===== config.mk =====
export PLATFORM = sky130hd
export DESIGN_NAME = obi_wb_bridge
export DESIGN_NICKNAME = d
export VERILOG_FILES = /design/src/rtl/obi_wb_pkg.sv /design/src/rtl/bus_watchdog.sv /design/src/rtl/obi_wb_bridge.sv
export SDC_FILE = /design/constraint.sdc
export NUM_CORES = 1
export LEC_CHECK = 0
export CAP_MARGIN = 20
export CELL_PAD_IN_SITES_DETAIL_PLACEMENT = 0
export CELL_PAD_IN_SITES_GLOBAL_PLACEMENT = 2
export CORE_ASPECT_RATIO = 1.2
export CORE_MARGIN = 2
export CORE_UTILIZATION = 28
export CTS_CLUSTER_SIZE = 14
export DETAILED_ROUTE_END_ITERATION = 8
export PLACE_DENSITY_LB_ADDON = 0.1
export SYNTH_ARGS = -nofsm -noshare
export SYNTH_HDL_FRONTEND = slang
export SYNTH_SLANG_ARGS = --single-unit

===== constraint.sdc =====
create_clock -name clk -period 5.1 [get_ports clk]
set_input_delay 0.51 -clock clk [delete_from_list [all_inputs] [get_ports clk]]
set_output_delay 0.51 -clock clk [all_outputs]
set_load 0.02 [all_outputs]

===== src/rtl/obi_wb_pkg.sv =====
// Shared types and helpers for the OBI-to-Wishbone bridge.
// No logic of its own; imported by the bridge and its watchdog.
// No flow control here; see the importing modules.
package obi_wb_pkg;

    // Bridge FSM: waiting for a request, Wishbone cycle open, response pulse.
    typedef enum logic [1:0] {
        IDLE = 2'd0,
        BUS  = 2'd1,
        RESP = 2'd2
    } state_t;

    // Counter width able to hold the value cycles itself.
    function automatic int timeout_cnt_width(input int cycles);
        return $clog2(cycles + 1);
    endfunction

endpackage


===== src/rtl/bus_watchdog.sv =====
// Watchdog for a hung Wishbone cycle; compiled only with OBI_WB_TIMEOUT_EN.
// Latency: expired_o is combinational in the TIMEOUT_CYCLES-th busy cycle.
// No backpressure; it only observes start/busy from the bridge.
`ifdef OBI_WB_TIMEOUT_EN
module bus_watchdog
    import obi_wb_pkg::*;
#(
    parameter int TIMEOUT_CYCLES = 1024
) (
    input  logic clk,
    input  logic rst,
    input  logic start,
    input  logic busy,
    output logic expired_o
);

    localparam int CNT_W = timeout_cnt_width(TIMEOUT_CYCLES);
    // The count holds completed waiting cycles, so the cycle that would
    // complete the limit is the one that fires.
    localparam logic [CNT_W-1:0] LAST = CNT_W'(TIMEOUT_CYCLES - 1);

    logic [CNT_W-1:0] cnt_q;

    // Clear when a new Wishbone cycle opens, count every cycle still waiting.
    always_ff @(posedge clk or posedge rst) begin
        if (rst) begin
            cnt_q <= '0;
        end else if (start) begin
            cnt_q <= '0;
        end else if (busy) begin
            cnt_q <= cnt_q + 1'b1;
        end
    end

    assign expired_o = busy && (cnt_q == LAST);

endmodule
`endif


===== src/rtl/obi_wb_bridge.sv =====
// OBI req/gnt/rvalid port to Wishbone classic master, one transfer in flight.
// Latency: grant -> cyc next cycle; ack in cycle k -> rvalid in cycle k+1.
// Backpressure: gnt_o only in IDLE/RESP; BUS waits on ack/err (or watchdog with OBI_WB_TIMEOUT_EN).
module obi_wb_bridge
    import obi_wb_pkg::*;
#(
    parameter int ADDR_WIDTH     = 32,
    parameter int DATA_WIDTH     = 32,
    parameter int TIMEOUT_CYCLES = 1024
) (
    input  logic                    clk,
    input  logic                    rst,
    input  logic                    req_i,
    output logic                    gnt_o,
    input  logic [ADDR_WIDTH-1:0]   addr_i,
    input  logic                    we_i,
    input  logic [DATA_WIDTH/8-1:0] be_i,
    input  logic [DATA_WIDTH-1:0]   wdata_i,
    output logic                    rvalid_o,
    output logic [DATA_WIDTH-1:0]   rdata_o,
    output logic                    err_o,
    output logic                    wb_cyc_o,
    output logic                    wb_stb_o,
    output logic                    wb_we_o,
    output logic [ADDR_WIDTH-1:0]   wb_addr_o,
    output logic [DATA_WIDTH/8-1:0] wb_sel_o,
    output logic [DATA_WIDTH-1:0]   wb_data_o,
    input  logic [DATA_WIDTH-1:0]   wb_data_i,
    input  logic                    wb_ack_i,
    input  logic                    wb_err_i
);

    state_t                    state_q, state_d;
    logic                      cyc_d;
    logic                      we_d;
    logic [ADDR_WIDTH-1:0]     addr_d;
    logic [DATA_WIDTH/8-1:0]   sel_d;
    logic [DATA_WIDTH-1:0]     wdata_d;
    logic                      rvalid_d;
    logic [DATA_WIDTH-1:0]     rdata_d;
    logic                      err_d;
    logic                      timeout;
    logic                      term_err;

`ifdef OBI_WB_TIMEOUT_EN
    logic wd_busy;

    // The watchdog only counts cycles in which the slave has not answered.
    assign wd_busy = (state_q == BUS) && !wb_ack_i && !wb_err_i;

    bus_watchdog #(
        .TIMEOUT_CYCLES(TIMEOUT_CYCLES)
    ) u_bus_watchdog (
        .clk       (clk),
        .rst       (rst),
        .start     (gnt_o),
        .busy      (wd_busy),
        .expired_o (timeout)
    );
`else
    // Without the watchdog the limit has no meaning; keep it referenced.
    logic unused_timeout_cfg;
    assign unused_timeout_cfg = (TIMEOUT_CYCLES != 0);
    assign timeout            = 1'b0;
`endif

    // A request is accepted only when no Wishbone cycle is open.
    assign gnt_o    = req_i && (state_q == IDLE || state_q == RESP);
    assign term_err = wb_err_i || timeout;
    assign wb_stb_o = wb_cyc_o;

    // Next state, next Wishbone outputs and next response registers.
    always_comb begin
        state_d  = state_q;
        cyc_d    = wb_cyc_o;
        we_d     = wb_we_o;
        addr_d   = wb_addr_o;
        sel_d    = wb_sel_o;
        wdata_d  = wb_data_o;
        rvalid_d = 1'b0;
        rdata_d  = '0;
        err_d    = 1'b0;
        case (state_q)
            IDLE, RESP: begin
                if (gnt_o) begin
                    state_d = BUS;
                    cyc_d   = 1'b1;
                    we_d    = we_i;
                    addr_d  = addr_i;
                    sel_d   = be_i;
                    wdata_d = wdata_i;
                end else begin
                    state_d = IDLE;
                end
            end
            BUS: begin
                // Error (slave or watchdog) wins over a simultaneous ack.
                if (wb_ack_i || term_err) begin
                    state_d  = RESP;
                    cyc_d    = 1'b0;
                    rvalid_d = 1'b1;
                    err_d    = term_err;
                    rdata_d  = (!wb_we_o && !term_err) ? wb_data_i : '0;
                end
            end
            default: begin
                state_d = IDLE;
                cyc_d   = 1'b0;
            end
        endcase
    end

    // Register every Wishbone-side output and the response.
    always_ff @(posedge clk or posedge rst) begin
        if (rst) begin
            state_q   <= IDLE;
            wb_cyc_o  <= 1'b0;
            wb_we_o   <= 1'b0;
            wb_addr_o <= '0;
            wb_sel_o  <= '0;
            wb_data_o <= '0;
            rvalid_o  <= 1'b0;
            rdata_o   <= '0;
            err_o     <= 1'b0;
        end else begin
            state_q   <= state_d;
            wb_cyc_o  <= cyc_d;
            wb_we_o   <= we_d;
            wb_addr_o <= addr_d;
            wb_sel_o  <= sel_d;
            wb_data_o <= wdata_d;
            rvalid_o  <= rvalid_d;
            rdata_o   <= rdata_d;
            err_o     <= err_d;
        end
    end

endmodule


==> out/results.tsv, run 1 <==
stage	metric	value	unit
critical_path	worstPathRequired	5330	ps
global_route	grt_pass1_wl	16.3	mm
final_layout	seqCellArea	2650	µm²
timing	period_share	50.3	%
power	power.density	364	nW/µm²
logic_synthesis	synthesis.area	4160	µm²
die	initial_utilization	28.7	%
detailed_routing	vias	2692	
detailed_routing	wire_per_inst	16.4	µm
clocking	cts.hold.buffers_added	0	
global_route	grt_max_degree	74	
die	die_y	138	µm
power	vdd_drop_max	0.000133	V
die	row_count	48	
critical_path	crit_path_cell_trace	clkdlybuf4s50_1 > nor2b_4 > buf_4 > buf_4 > mux2_2	
detailed_routing	drc_errors	0	
timing	whs	507	ps
final_layout	area_growth	60.1	%
clocking	numCtsBuffers	9	
clocking	clock_path_buffers	2	
timing	timing.fmax	0.390	GHz
critical_path	start_kind	input pin	
detailed_routing	ant_nets	0	
power	power_switching	665	µW
timing	max_slew_margin	34.4	%
global_route	gr-usage-met1	17.0	%
critical_path	cpMostUsedCell	buf_4	
final_layout	layout-drive-gt1-share	20.1	%
clocking	clockRootBuffer	clkbuf_16	
power	clkPwrFrac	28.8	%
global_route	antenna_found_initial	0	
timing	finalHoldViolCount	0	
global_route	use_met2	20.4	%
placement	dpl_worst_slack	2140	ps
power	swShare	27.4	%
placement	gp_congestion	0.688	
detailed_routing	drt_iter0_drc	97	
clocking	htreeDepth	3	
logic_synthesis	synth_seq_cells	106	
logic_synthesis	synth.avg_cell_area	17.8	µm²
logic_synthesis	synth_top_cell_by_area	dfrtp_1	
critical_path	cpPeakStageDelay	690	ps
clocking	clock_latency	350	ps
critical_path	cp-end-kind	flop	
critical_path	crit_fanout	38	
logic_synthesis	syn_nets	339	
placement	hpwl	7.43	mm
power	p_comb_share	29.3	%
final_layout	n_fill_cell	1313	
die	fp.dieArea	15800	µm²
global_route	grt_pass1_vias	2843	
placement	place_inst	633	
logic_synthesis	synth_top_cell_area_share	63.8	%
timing	final.setup.worst_slack	2540	ps
die	die_w	115	µm
global_route	grtUsageMet3	5.81	%
final_layout	n_antenna_cell	0	
detailed_routing	wl	10.6	mm
critical_path	critPathTopFamily	buffers and inverters	
final_layout	multi_input_area	1310	µm²
run_status	status	finished clean	
logic_synthesis	synth_area_leaders	dfrtp_1 (64%), mux2_4 (25%), and3_1 (4.8%)	
final_layout	nets	550	
placement	io_buffers	211	
die	core_area	14500	µm²
clocking	cts_num_sinks	106	
final_layout	fin_cells	648	
hold_path	hp-class	flop to flop	
die	ios	212	
flow_run	cap_violations	0	
clocking	cts_setup_buffers	0	
clocking	clk_pin_slew_worst_paths	70	ps
timing	min_period	2560	ps
logic_synthesis	syn_inst	233	
timing	setup_violations	0	
critical_path	cpMaxStageDelayCell	buf_4	
detailed_routing	dr.pass1.iters	4	
global_route	groute.usage.overall	13.9	%
power	seqPwrFrac	41.9	%
critical_path	cp_num_buf_inv	3	
logic_synthesis	seq_area_frac_synth	63.8	%
critical_path	path_class	input pin to flop	
timing	skew	6.79	ps
timing	worstMarginPinSlew	985	ps
logic_synthesis	synth_warnings	0	
power	intPower	1760	µW
detailed_routing	routed_via_density	4.15	
clocking	cts_tree	yes	
timing	finalSetupTns	0	ps
clocking	post_cts_resized	0	
global_route	grt_remaining_overflow	0	
power	leakage	0.00304	µW
timing	rsz0062_at_grt	false	
global_route	grt.busiest_layer	met2	
logic_synthesis	yosysUniqueCellTypes	19	
critical_path	cp.arrival	2800	ps
timing	drv_slew	0	
[power by group through the flow]
stage / registers [µW] / clock network (µW) / logic, µW
5_1_grt: 1030 / 761 / 750
3_5_place_dp: 1030 / 0 / 718
4_1_cts: 1020 / 727 / 721
6_report: 1010 / 699 / 709
3_3_place_gp: 1030 / 0 / 712
2_1_floorplan: 1160 / 0 / 245
[per-layer routing]
layer  part of all wire (%)  vias up
li1                       -     1222
met1                     41     1327
met2                     46      127
met3                     10       16
met4                    2.9        0
met5                      0        -
[area by class of cell]
class	count	area share, %
timing repair buffer	215	32.2
sequential	106	39.8
multi-input combinational	111	19.7
inverter	1	0.0940
clock inverter	4	0.771
clock buffer	11	3.65
tap	200	3.76
[sequential cells by signal, indices dropped and copies added (netlist names)]
name       cells
wb_cyc_o       1
rvalid_o       1
wb_data_o     32
rdata_o       32
err_o          1
state_q        2
wb_sel_o       4
wb_we_o        1
wb_addr_o     32
[through the flow]
step | utilization (%) | cell area, µm² | power (µW)
after CTS | 46.0 | 6660 | 2460
after floorplan | - | 4160 | 1410
final | 46.0 | 6660 | 2420
after detailed placement | 44.0 | 6360 | 1750
after global placement | 44.0 | 6360 | 1740
after global routing | 46.0 | 6660 | 2540
[cell usage after synthesis]
library cell / number
a21o_1: 1
clkbuf_1: 2
buf_4: 1
and2b_1: 1
o2bb2ai_1: 1
nor2b_2: 1
clkbuf_2: 3
mux2_4: 68
inv_1: 1
buf_12: 8
mux2_2: 1
nor2_1: 1
nor3_1: 1
o21a_1: 2
nor3b_2: 1
and3_1: 32
and2_1: 1
dfrtp_1: 106
buf_2: 1
[worst paths after layout]
path | from | slack [ps] | endpoint | cells after the start
min in group asynchronous | rst | 730 | wb_data_o[17] | 2
max in group asynchronous | rst | 3350 | wb_data_o[27] | 3
hold / removal | wb_data_o[26] | 510 | wb_data_o[26] | 1
setup reg to reg | state_q[0] | 2770 | wb_sel_o[0] | 4
setup / recovery | req_i | 2540 | wb_sel_o[0] | 5
hold reg to reg | wb_data_o[26] | 510 | wb_data_o[26] | 1
[worst register-to-register path: stages (launching register included)]
cell and delay (ps):
dfrtp_1 440, nor2b_4 130, buf_4 510, buf_4 710
mux2_2 440
[logic make-up after synthesis]
group | after synthesis | synth area share, %
AOI/OAI and AO/OA | 4 | 0.752
buffers and inverters | 16 | 4.78
DFF | 106 | 63.8
muxes | 69 | 24.8
and+or+nand+nor | 38 | 5.87
[placed cells by master, fill, tap and decap left out, drive strengths merged]
master         count
clkinvlp           1
clkinv             1
a21o               1
o21a               2
bufinv             1
nor2b              1
nor3b              1
and2b              1
clkdlybuf4s50    211
clkbuf            11
dfrtp            106
nor3               1
and3              32
and2               1
inv                2
mux2              69
buf                4
o2bb2ai            1
nor2               1
(Power assumes the default switching activity.)
==> run 2: changes to the inputs <==
CORE_UTILIZATION = 26   (was 28)
clock period = 2.45 ns   (was 5.1 ns; I/O delays follow)
==> out/results.tsv, run 2 (synthesis gave the netlist of run 1 again) <==
stage	metric	value	unit
die	initial_utilization	26.6	%
timing	finalHoldViolCount	0	
critical_path	r2r_start	state_q[0]	
timing	min_period	1850	ps
detailed_routing	ant_nets	0	
clocking	clock_path_buffers	2	
final_layout	area_growth	61.0	%
timing	finalSetupTns	0	ps
final_layout	multi_input_area	1310	µm²
global_route	grt_remaining_overflow	0	
detailed_routing	vias	2721	
power	leakage	0.00305	µW
clocking	clk_pin_slew_worst_paths	70	ps
critical_path	cpPeakStageDelay	650	ps
final_layout	nets	551	
critical_path	crit_fanout	4	
final_layout	n_fill_cell	1465	
critical_path	crit_path_cell_trace	nor2b_4 > clkdlybuf4s50_1	
timing	period_share	75.7	%
critical_path	start_kind	flop	
final_layout	seqCellArea	2650	µm²
critical_path	cp_num_buf_inv	1	
die	fp.dieArea	17000	µm²
detailed_routing	drc_errors	0	
placement	io_buffers	211	
critical_path	critPathTopFamily	buffers and inverters	
clocking	cts_setup_buffers	0	
clocking	cts.hold.buffers_added	0	
critical_path	path_class	flop to output port	
clocking	clock_latency	340	ps
timing	worstMarginPinSlew	763	ps
global_route	grt_pass1_wl	16.5	mm
final_layout	layout_common_cells	clkdlybuf4s50_1 (211), dfrtp_1 (106), mux2_4 (68)	
power	vdd_drop_max	0.000341	V
critical_path	reg2reg_slack	830	ps
die	row_count	50	
clocking	cts_num_sinks	106	
timing	skew	5.86	ps
final_layout	final_common_cell	clkdlybuf4s50_1	
global_route	groute.usage.overall	12.6	%
critical_path	r2r_end	wb_sel_o[0]	
detailed_routing	routed_via_density	4.14	
placement	hpwl	7.07	mm
timing	whs	447	ps
final_layout	largestRegisters	rdata_o x32, wb_addr_o x32, wb_data_o x32	
timing	rsz0062_at_grt	false	
global_route	antenna_found_initial	0	
power	power.density	756	nW/µm²
critical_path	cp-end-kind	output port	
die	core_area	15600	µm²
timing	setup_violations	0	
hold_path	hp-class	input pin to async pin	
critical_path	worstPathRequired	2200	ps
timing	drv_slew	0	
final_layout	layout-drive-gt1-share	20.7	%
global_route	grt_max_degree	71	
die	die_w	119	µm
critical_path	cp.arrival	1610	ps
placement	gp_congestion	0.667	
run_status	status	finished clean	
final_layout	n_antenna_cell	0	
clocking	numCtsBuffers	9	
detailed_routing	drt_iter0_drc	86	
detailed_routing	wl	10.3	mm
flow_run	cap_violations	0	
die	die_y	143	µm
clocking	post_cts_resized	0	
critical_path	rr_worst_depth	3	
timing	max_slew_margin	49.1	%
die	ios	212	
placement	dpl_worst_slack	508	ps
timing	final.setup.worst_slack	596	ps
timing	timing.fmax	0.539	GHz
critical_path	cpMaxStageDelayCell	clkdlybuf4s50_1	
global_route	grt_pass1_vias	2930	
clocking	cts_tree	yes	
detailed_routing	dr.pass1.iters	3	
clocking	clockRootBuffer	clkbuf_16	
clocking	htreeDepth	3	
detailed_routing	wire_per_inst	15.6	µm
## run 2: cell types whose count changed in the layout (fill, tap and decap cells not counted)
cell	delta
inv_6	+2
buf_12	+1
inv_4	-1
clkbuf_1	-1
clkinvlp_4	+2
clkbuf_8	-1
## run 2: through the flow
stage	cell area [µm²]	utilization (%)	total power, µW	instances
global placement	6390	40.9	3630	642
CTS	6700	42.8	5160	658
finish	6700	42.8	5060	658
global route	6700	42.8	5330	658
detailed placement	6390	40.9	3640	642
floorplan	4160	-	2930	233
## run 2: layer usage
metal  vias to the layer above  global-route usage, %  part of all wire (%)
li1                       1227                      -                     -
met1                      1356                   15.4                    41
met2                       127                   19.4                    46
met3                        11                   5.37                    10
met4                         0                   5.76                   1.9
met5                         -                      0                     0
## run 2: how the worst max path moves through the flow
stage,startpoint,slack [ps],depth (start not counted),endpoint
6_report,state_q[0],600,2,gnt_o
3_3_place_gp,req_i,540,4,wb_sel_o[0]
5_1_grt,state_q[0],540,2,gnt_o
3_5_place_dp,req_i,510,4,wb_sel_o[0]
2_1_floorplan,rst,930,1,err_o
4_1_cts,state_q[0],580,2,gnt_o
## run 2: power by group
group          internal (µW)  total (µW)  switching [µW]
registers               1980        2110             129
logic                    866        1470             609
clock network            802        1470             672
total                   3650        5060            1410
## run 2: layout make-up
| type | instances | area share [%] |
|---|---|---|
| clock inverters | 7 | 1.14 |
| flip-flops and latches | 106 | 39.6 |
| well taps | 208 | 3.89 |
| multi-input cells | 111 | 19.6 |
| inverters | 1 | 0.112 |
| repair buffers | 216 | 32.3 |
| clock buffers | 9 | 3.36 |
## run 2: worst min-delay path, delay by kind of cell
kind / cells / cell delay, ps
buffers and inverters: 3 / 1020
==> run 3: changes to the inputs <==
CORE_UTILIZATION = 23   (was 26)
clock period = 1.5 ns   (was 2.45 ns; I/O delays follow)
==> out/results.tsv, run 3 (synthesis gave the netlist of run 1 again) <==
stage	metric	value	unit
run_status	status	finished clean	
die	fp.dieArea	19200	µm²
final_layout	final_common_cell	clkdlybuf4s50_1	
final_layout	n_fill_cell	1667	
power	power_switching	2320	µW
power	finalPower	8080	µW
placement	place_area	6570	µm²
detailed_routing	wire_per_inst	16.3	µm
power	leakage	0.00363	µW
critical_path	start_kind	flop	
final_layout	nets	564	
final_layout	layout_common_cells	clkdlybuf4s50_1 (143), dfrtp_1 (106), mux2_4 (68)	
flow_run	cap_violations	0	
final_layout	area_growth	66.7	%
global_route	grt_remaining_overflow	0	
clocking	cts_num_sinks	106	
timing	finalHoldViolCount	0	
timing	whs	257	ps
die	core_area	17600	µm²
critical_path	crit_fanout	2	
timing	drv_slew	0	
timing	max_slew_margin	77.4	%
placement	hpwl	7.85	mm
global_route	grt_pass1_vias	2992	
detailed_routing	drt_iter0_drc	94	
final_layout	layout-drive-gt1-share	22.9	%
final_layout	n_antenna_cell	0	
timing	worstMarginPinSlew	339	ps
critical_path	cp-end-kind	output port	
global_route	grt_pass1_wl	17.1	mm
global_route	groute.usage.overall	11.7	%
clocking	clock_latency	340	ps
final_layout	final_area	6930	µm²
detailed_routing	ant_nets	0	
hold_path	hp-class	input pin to async pin	
power	clkPwrFrac	28.1	%
detailed_routing	drc_errors	0	
power	p_comb_share	29.4	%
power	seqPwrFrac	42.6	%
timing	period_share	96.5	%
detailed_routing	routed_via_density	4.05	
global_route	grt_max_degree	60	
detailed_routing	dr.pass1.iters	4	
critical_path	cp_num_buf_inv	1	
timing	timing.fmax	0.691	GHz
clocking	cts.hold.buffers_added	0	
timing	finalSetupTns	0	ps
final_layout	largestRegisters	rdata_o x32, wb_addr_o x32, wb_data_o x32	
clocking	clk_pin_slew_worst_paths	70	ps
critical_path	cp.arrival	1300	ps
power	swShare	28.7	%
placement	io_buffers	211	
power	intPower	5770	µW
clocking	numCtsBuffers	9	
timing	rsz0062_at_grt	false	
power	vdd_drop_max	0.000483	V
clocking	clockRootBuffer	clkbuf_16	
die	die_w	127	µm
clocking	clock_path_buffers	2	
timing	setup_violations	0	
power	power.density	1170	nW/µm²
critical_path	crit_path_cell_trace	clkdlybuf4s50_1	
detailed_routing	vias	2763	
critical_path	path_class	flop to output port	
critical_path	worstPathRequired	1350	ps
die	row_count	53	
timing	min_period	1450	ps
die	ios	212	
global_route	antenna_found_initial	0	
timing	skew	5.34	ps
die	die_y	151	µm
placement	gp_congestion	0.707	
critical_path	cpPeakStageDelay	600	ps
critical_path	cpMaxStageDelayCell	clkdlybuf4s50_1	
clocking	htreeDepth	3	
detailed_routing	wl	11.1	mm
critical_path	critPathTopFamily	buffers and inverters	
clocking	cts_tree	yes	
die	initial_utilization	23.6	%
==> run 3: cell types whose count changed in the layout (fill, tap and decap cells not counted) <==
| cell | change |
|---|---|
| clkdlybuf4s50_1 | -68 |
| clkbuf_2 | +1 |
| dlygate4sd2_1 | +21 |
| bufinv_16 | -1 |
| buf_4 | +8 |
| dlymetal6s2s_1 | +46 |
| clkbuf_8 | +1 |
| clkinvlp_4 | -1 |
| clkinv_4 | +1 |
| buf_12 | +5 |
| inv_6 | -1 |
==> run 3: through the flow <==
| stage | setup WS [ps] | utilization [%] | instances |
|---|---|---|---|
| CTS | 0.387 | 38.7 | 682 |
| global placement | -105 | 37.2 | 667 |
| detailed placement | -143 | 37.2 | 667 |
| floorplan | 76.5 | - | 233 |
| global route | 0.281 | 39.3 | 682 |
| finish | 51.8 | 39.3 | 682 |
==> run 3: path summary, 6_finish.rpt <==
check	to	slack [ps]	startpoint	depth (start not counted)
hold reg to reg	wb_sel_o[0]	500	wb_sel_o[0]	1
setup reg to reg	wb_addr_o[25]	110	state_q[0]	4
max in group asynchronous	wb_we_o	930	rst	3
min in group clk	rdata_o[5]	360	wb_data_i[5]	2
hold / removal	wb_data_o[4]	260	rst	3
setup / recovery	wb_data_o[17]	50	wb_data_o[17]	1
==> run 3: what timing repair did <==
action                                  in CTS  in global routing
cloned                                       0                  0
pin swaps                                    0                  0
gates resized for setup                     22                 48
buffers inserted                             0                  0
endpoints found under the setup margin      22                 47
==> run 3: layout make-up <==
type	instances	area, µm²	area share (%)
Inverter	1	7.51	0.108
Clock buffer	10	239	3.45
Tap cell	220	275	3.97
Timing Repair Buffer	229	2410	34.7
Multi-Input combinational cell	111	1310	18.9
Clock inverter	5	38.8	0.560
Sequential cell	106	2650	38.3
==> run 3: routing by layer <==
layer	share of wire, %	GRT usage (%)	up-vias
met5	0	0	-
met4	1.4	4.56	0
met1	43	15.1	1375
met2	46	17.4	121
met3	8.8	5.09	7
li1	-	-	1260
==> run 3: power by group through the flow <==
stage	Combinational [µW]	Sequential [µW]	Clock, µW
3_5_place_dp	2530	3500	0
3_3_place_gp	2520	3510	0
5_1_grt	2520	3500	2530
4_1_cts	2460	3450	2400
6_report	2370	3440	2270
2_1_floorplan	832	3960	0
